===== config.mk =====
export PLATFORM = sky130hd
export DESIGN_NAME = fib_result_capture
export DESIGN_NICKNAME = d
export VERILOG_FILES = /design/src/rtl/fib_result_capture.sv
export SDC_FILE = /design/constraint.sdc
export NUM_CORES = 1
export LEC_CHECK = 0
export ABC_AREA = 1
export BUFFER_PORTS_ARGS = -buffer_cell sky130_fd_sc_hd__buf_4
export CORE_ASPECT_RATIO = 0.7
export CORE_MARGIN = 4
export CORE_UTILIZATION = 59
export CTS_BUF_LIST = sky130_fd_sc_hd__clkbuf_8 sky130_fd_sc_hd__clkbuf_16
export CTS_CLUSTER_DIAMETER = 50
export DETAILED_ROUTE_END_ITERATION = 12
export PLACE_DENSITY = 0.75
export RECOVER_POWER = 100
export SLEW_MARGIN = 30
export SYNTH_ARGS = -nofsm -noshare
export SYNTH_HDL_FRONTEND = slang
export SYNTH_SLANG_ARGS = --single-unit

===== constraint.sdc =====
create_clock -name clk -period 5.1 [get_ports clk]
set_input_delay 0.51 -clock clk [delete_from_list [all_inputs] [get_ports clk]]
set_output_delay 0.51 -clock clk [all_outputs]
set_load 0.02 [all_outputs]

===== src/rtl/fib_result_capture.sv =====
// Snoops core register write-backs, buffers writes to the result register in a
// first-word-fall-through FIFO, and flags halt once the PC sits in a self-loop.
//
// state  | meaning
// IDLE   | capture disarmed, waiting for capture_en
// RUN    | capturing result-register writes, watching PC for a self-loop
// HALTED | program parked; no captures until clear
module fib_result_capture #(
    parameter int DATA_WIDTH  = 32,
    parameter int DIR_WIDTH   = 5,
    parameter int DEPTH       = 8,
    parameter int RESULT_REG  = 10,
    parameter int HALT_CYCLES = 3
) (
    input  logic                       clk,
    input  logic                       arst_n,
    input  logic                       regwrite,
    input  logic [DIR_WIDTH-1:0]       write_dir,
    input  logic [DATA_WIDTH-1:0]      write_data,
    input  logic [DATA_WIDTH-1:0]      pc,
    input  logic                       capture_en,
    input  logic                       clear,
    output logic                       out_valid,
    output logic [DATA_WIDTH-1:0]      out_data,
    input  logic                       out_ready,
    output logic [$clog2(DEPTH):0]     count,
    output logic                       overflow,
    output logic [7:0]                 drop_count,
    output logic                       halted,
    output logic                       done
);

    localparam int AW = $clog2(DEPTH);
    localparam int CW = AW + 1;
    localparam int SW = $clog2(HALT_CYCLES) + 1;

    typedef enum logic [1:0] {IDLE, RUN, HALTED} state_t;

    state_t                state, state_nxt;
    logic [DATA_WIDTH-1:0] prev_pc;
    logic [SW-1:0]         stable_cnt, stable_nxt;
    logic                  pc_same;

    logic [DATA_WIDTH-1:0] mem [DEPTH];
    logic [AW-1:0]         wr_ptr, rd_ptr;
    logic                  push_req, pop, full, push_ok, drop;

    assign pc_same = (pc == prev_pc);

    always_comb begin
        state_nxt  = state;
        stable_nxt = '0;
        case (state)
            IDLE: begin
                if (capture_en) state_nxt = RUN;
            end
            RUN: begin
                if (!capture_en) begin
                    state_nxt = IDLE;
                end else if (pc_same && stable_cnt == SW'(HALT_CYCLES - 1)) begin
                    state_nxt = HALTED;
                end else if (pc_same) begin
                    stable_nxt = stable_cnt + SW'(1);
                end
            end
            HALTED: state_nxt = HALTED;
            default: state_nxt = IDLE;
        endcase
        if (clear) begin
            state_nxt  = IDLE;
            stable_nxt = '0;
        end
    end

    always_ff @(posedge clk or negedge arst_n) begin
        if (!arst_n) begin
            state      <= IDLE;
            stable_cnt <= '0;
            prev_pc    <= '0;
        end else begin
            state      <= state_nxt;
            stable_cnt <= stable_nxt;
            prev_pc    <= pc;
        end
    end

    // A pop in the same cycle frees the slot, so a push into a full FIFO still lands.
    assign push_req = (state == RUN) && regwrite && (write_dir == DIR_WIDTH'(RESULT_REG)) && !clear;
    assign pop      = out_valid && out_ready && !clear;
    assign full     = (count == CW'(DEPTH));
    assign push_ok  = push_req && (!full || pop);
    assign drop     = push_req && full && !pop;

    always_ff @(posedge clk) begin
        if (push_ok) mem[wr_ptr] <= write_data;
    end

    always_ff @(posedge clk or negedge arst_n) begin
        if (!arst_n) begin
            wr_ptr     <= '0;
            rd_ptr     <= '0;
            count      <= '0;
            overflow   <= 1'b0;
            drop_count <= '0;
        end else if (clear) begin
            wr_ptr     <= '0;
            rd_ptr     <= '0;
            count      <= '0;
            overflow   <= 1'b0;
            drop_count <= '0;
        end else begin
            if (push_ok) wr_ptr <= wr_ptr + AW'(1);
            if (pop)     rd_ptr <= rd_ptr + AW'(1);
            case ({push_ok, pop})
                2'b10:   count <= count + CW'(1);
                2'b01:   count <= count - CW'(1);
                default: count <= count;
            endcase
            if (drop) begin
                overflow <= 1'b1;
                if (drop_count != 8'hFF) drop_count <= drop_count + 8'd1;
            end
        end
    end

    // Head is masked while empty so outputs read 0 straight out of reset.
    assign out_valid = (count != '0);
    assign out_data  = out_valid ? mem[rd_ptr] : '0;
    assign halted    = (state == HALTED);
    assign done      = halted && (count == '0);

    assert property (@(posedge clk) RESULT_REG != 0);

endmodule


Word level (Yosys, flattened, before mapping). Memory sizes are Yosys's and may differ from the RTL's. Cells that the tools add are included.

Add/subtract/negate cells: 6. Equality and inequality tests: 11. Mux-type cells: 24. Reductions and logical operators: 24.

Operators by type and width (count): 32-bit equality test (1); 32-bit two-way mux (1); 3-bit two-way mux (9); 8-bit two-way mux (3); 1-bit logical AND (10); 3-bit by 1-bit adder with 3-bit output (second input constant) (3); 8-bit by 1-bit adder with 8-bit output (second input constant) (1); 2-bit two-way mux (4); 8-bit inequality test (second input constant) (1); 4-bit case mux with 2 select lines (1); 2-bit nonzero test (4); 2-bit case mux with 3 select lines (1); 5-bit by 4-bit equality test with 1-bit output (second input constant) (1); 4-bit by 1-bit adder with 4-bit output (second input constant) (1); 2-bit by 1-bit equality test with 1-bit output (second input constant) (2); 2-bit equality test (second input constant) (2); 4-bit equality test (second input constant) (1); 4-bit zero test (1); 1-bit two-way mux (4); 4-bit two-way mux (1); 4-bit inequality test (second input constant) (1); 2-bit AND reduction (2); 4-bit nonzero test (1); 4-bit by 1-bit subtractor with 4-bit output (second input constant) (1); 6 further kinds (8).

Register bits after elaboration: 56. Memory bits (writable): 256. Bits of input ports: 75. Output and inout port bits: 48. Logic and storage cells: 74. Memories kept: 1.

Memories: mem (words 8, bits a word 32, read ports 1, clocked after Yosys merged registers in 0, wr ports 1, RTL line 44) `logic [DATA_WIDTH-1:0] mem [DEPTH];`.

Logic depth before layout (Yosys ltp).
Depth after elaboration: 8. Gate-level depth with buffers: 12.

Least setup slack after synthesis. No wires, ideal clock.

Path kind: register to register. Start: register count[3]. End: memory mem[4][0] (enable). Setup time: 0.461 ns. Arrival: 3.449 ns. Required time: 4.639 ns. Slack: 1.190 ns. Cell stages (with the launch flop): 9. Path buffers: 0. Period minus slack after synthesis: 3.910 ns. Path through: dfrtp_1 inv_1 nand3_4 nand3_4 nand4_4 nand2_2 inv_2 nand2_1 nor3_1.

Cells in the longest elaborated chain, start to end: 7. Elaborated cells between the ends (all ways): 9.

Ends and longest elaborated chain: start, declared (RTL line 26) `output logic [$clog2(DEPTH):0] count,`; start signal, assigned (RTL line 115) `2'b10: count <= count + CW'(1);`; start signal, assigned (RTL line 116) `2'b01: count <= count - CW'(1);`; start signal, assigned (RTL line 117) `default: count <= count;`; 4-bit nonzero test (RTL line 127) `assign out_valid = (count != '0);`; 1-bit logical AND (2 in series) (RTL line 89) `assign pop = out_valid && out_ready && !clear;`; 1-bit logical OR (*) (RTL line 91) `assign push_ok = push_req && (!full || pop);`; 1-bit logical AND (*) (RTL line 91); 1-bit two-way mux (*) (RTL line 95) `if (push_ok) mem[wr_ptr] <= write_data;`; 1-bit two-way mux (implied by the code) (*) (RTL line 95); end, declared (RTL line 44).

Mark *: on every way between the ends. The rest lies on a longest branch, timed or not.

Worst setup path in the final report.
Start: register count[3]. End: memory mem[6][13] (enable).

Same word-level chain as after synthesis.

==> metrics.txt <==
status finished, violations left; failing checks max-capacitance violations, max-slew violations; Max Cap Viol 2; CTS resizes 0; unrepaired setup endpoints after global routing false; Post-Syn Area per Cell 12.0 µm²; Crit path required time 5.34 ns; Period minus WS final 4.22 ns; cell internal pwr 4.57 mW; largest net degree at the start of global routing 95; startpoint type of the worst setup path flip-flop; Area after DPL 14,000 µm²; Net Sw Power 2.21 mW; most common cell after layout, fill and taps aside nor2_1; Post-CTS Setup Bufs 0; Final Instance Area 14,500 µm²; global route overflow 0; Synth warnings 0; Worst-Skew Late Latency 0.55 ns; HPWL Detailed 15,300 µm; Hold Path Class primary input to flip-flop; leak pwr 5.27 nW; CP cell instances inv_1 > nand3_1 > nand3_1 > nand4_1 > nand2_2 > inv_1 > nand2_1 > nor3_2 > buf_12; Initial Util 61.0%; Comb pwr share 25.0%; global placement routability congestion 0.767; fraction of final layout cells with drive strength greater than 1 7.88%; GR Util All Layers 22.5%; slowest stage cell, crit path nand3_1; Mapped Cells 1,068; Mapped Area 12,800 µm²; Die X 184 µm; DRT iter0 DRCs 853; Layout Utilization 68.9%; crit path DAT 4.46 ns; CTS tree done; post-synth cell types 32; Highest Clock Rate 0.237 GHz; Synth top area share 60.0%; WS Path Type flip-flop to flip-flop; synth top area cells edfxtp_1, dfrtp_1, nor2_1, o32ai_1, o21ai_0; IO Pins 123; hold_buf cts 0; CP max FO 36; total number of vias 8,478; number of remaining DRC errors 0; Slew Limit Fails 94; first-pass GRT wire length 43,900 µm; largest area contributor in the netlist edfxtp_1; fin crit share 82.8%; clock power share 32.1%; Synth Net Count 1,151; CP peak stage delay 1.23 ns; # nets final 1,264; #FFs+latches synth 312; Die H 131 µm; most frequent cells in the layout nor2_1, edfxtp_1, clkbuf_1; sequential share of power 42.9%; die area 24,200 µm²; worst-margin pin slew 3.01 ns; TritonRoute pass-1 iters 5; vias in the first global route 8,290; VDD IR-drop max 329 µV; port buffer count 122; Sink Count 312; area delta synth->final 13.0%; antenna violations before repair 1; sequential cell area fraction in the yosys report 70.9%; # setup viols final 0; final hold viol count 0; Slew headroom -101%; Crit. End Element flip-flop; antenna-violating nets left 0; via-per-instance ratio 5.72; R2R setup slack 0.88 ns; clk buf depth 3; PwrDens 467 nW/µm²; Row Count 44; total wire length 27,200 µm; clock slew at reported path FFs 0.06 ns; Num CTS Buffers 30; n_diodes 0; CTS root buffer clkbuf_16; total core area 21,000 µm²; total negative slack 0 ns; Routed WL per cell 18.4 µm; Clock Skews 0.0102 ns; H-Tree Depth 1; switching share of power 32.6%
final cells by class:
cell class                      count  area, µm²
Timing Repair Buffer              136        638
Inverter                           55        208
Clock buffer                       31        776
Fill cell                        1604       6540
Tap cell                          276        345
Sequential cell                   312       9100
Clock inverter                     25        205
Multi-Input combinational cell    646       3220
power groups by stage:
stage,sequential [mW],combinational (mW),clock (mW)
global route,2.91,1.89,2.32
floorplan,2.89,1.25,0
detailed placement,2.96,1.86,0
finish,2.91,1.69,2.18
global placement,2.96,1.82,0
CTS,2.91,1.88,2.21
cells by family after synthesis:
kind of cell / count (synthesis) / synth area share (%)
fa+ha+maj: 8 / 0.839
simple gates: 442 / 14.4
flops: 312 / 70.9
buf+inv: 110 / 3.62
xor+xnor: 23 / 1.57
compound gates: 173 / 8.66
critical path: cells and delay by family (launching register included):
family | cells | cell delay, ns
buffers and inverters | 3 | 0.47
and+or+nand+nor | 6 | 2.98
DFF | 1 | 0.44
sequential cells by signal (all words and copies together) (netlist names):
register    flops
prev_pc        32
drop_count      8
wr_ptr          3
state           2
count           4
stable_cnt      3
mem           256
rd_ptr          3
overflow        1
cells in the mapped netlist:
cell      instances
nor2_4            1
xor2_1            4
nor3_4            2
nand4_1          11
buf_4             8
nand3b_1          2
nand3b_2          1
a21oi_1           4
nor2_1          282
dfrtp_1          56
buf_1             1
o21ai_0          98
clkbuf_1         29
edfxtp_1        256
nand2_1          97
nor2_2            2
nand2_2           3
xnor2_1          19
nand3_4           2
nor3b_2           1
nand3_1          21
o21ai_1           6
buf_2            17
nand4_4           1
inv_1            52
ha_1              7
or2_2             3
o32ai_1          64
fa_1              1
a31o_2            1
nor3_1           13
inv_2             3
metrics by stage:
step / total power [mW] / setup slack [ns] / hold slack, ns / instances
3_5_place_dp: 4.82 / 1.92 / 0.456 / 1425
2_1_floorplan: 4.15 / 1.19 / 0.214 / 1068
4_1_cts: 7.00 / 1.31 / 0.0432 / 1481
5_1_grt: 7.12 / 0.522 / 0.0854 / 1481
3_3_place_gp: 4.78 / 1.99 / 0.449 / 1425
6_report: 6.77 / 0.877 / 0.103 / 1481
routing by layer:
layer | up-vias | share of wire, % | track usage [%]
li1 | 3998 | - | -
met5 | - | 0.029 | 0
met2 | 320 | 47 | 35.7
met1 | 4099 | 43 | 32.8
met4 | 2 | 2.4 | 6.08
met3 | 59 | 7.3 | 3.92
worst paths after layout:
check	startpoint	to	cells past startpoint
max in group asynchronous	arst_n	rd_ptr[0]	1
hold reg to reg	stable_cnt[0]	stable_cnt[0]	1
hold / removal	pc[3]	prev_pc[3]	1
setup reg to reg	count[3]	mem[6][13]	9
setup / recovery	count[3]	mem[6][13]	9
min in group asynchronous	arst_n	drop_count[2]	1
Power figures use the tool's default switching activity.
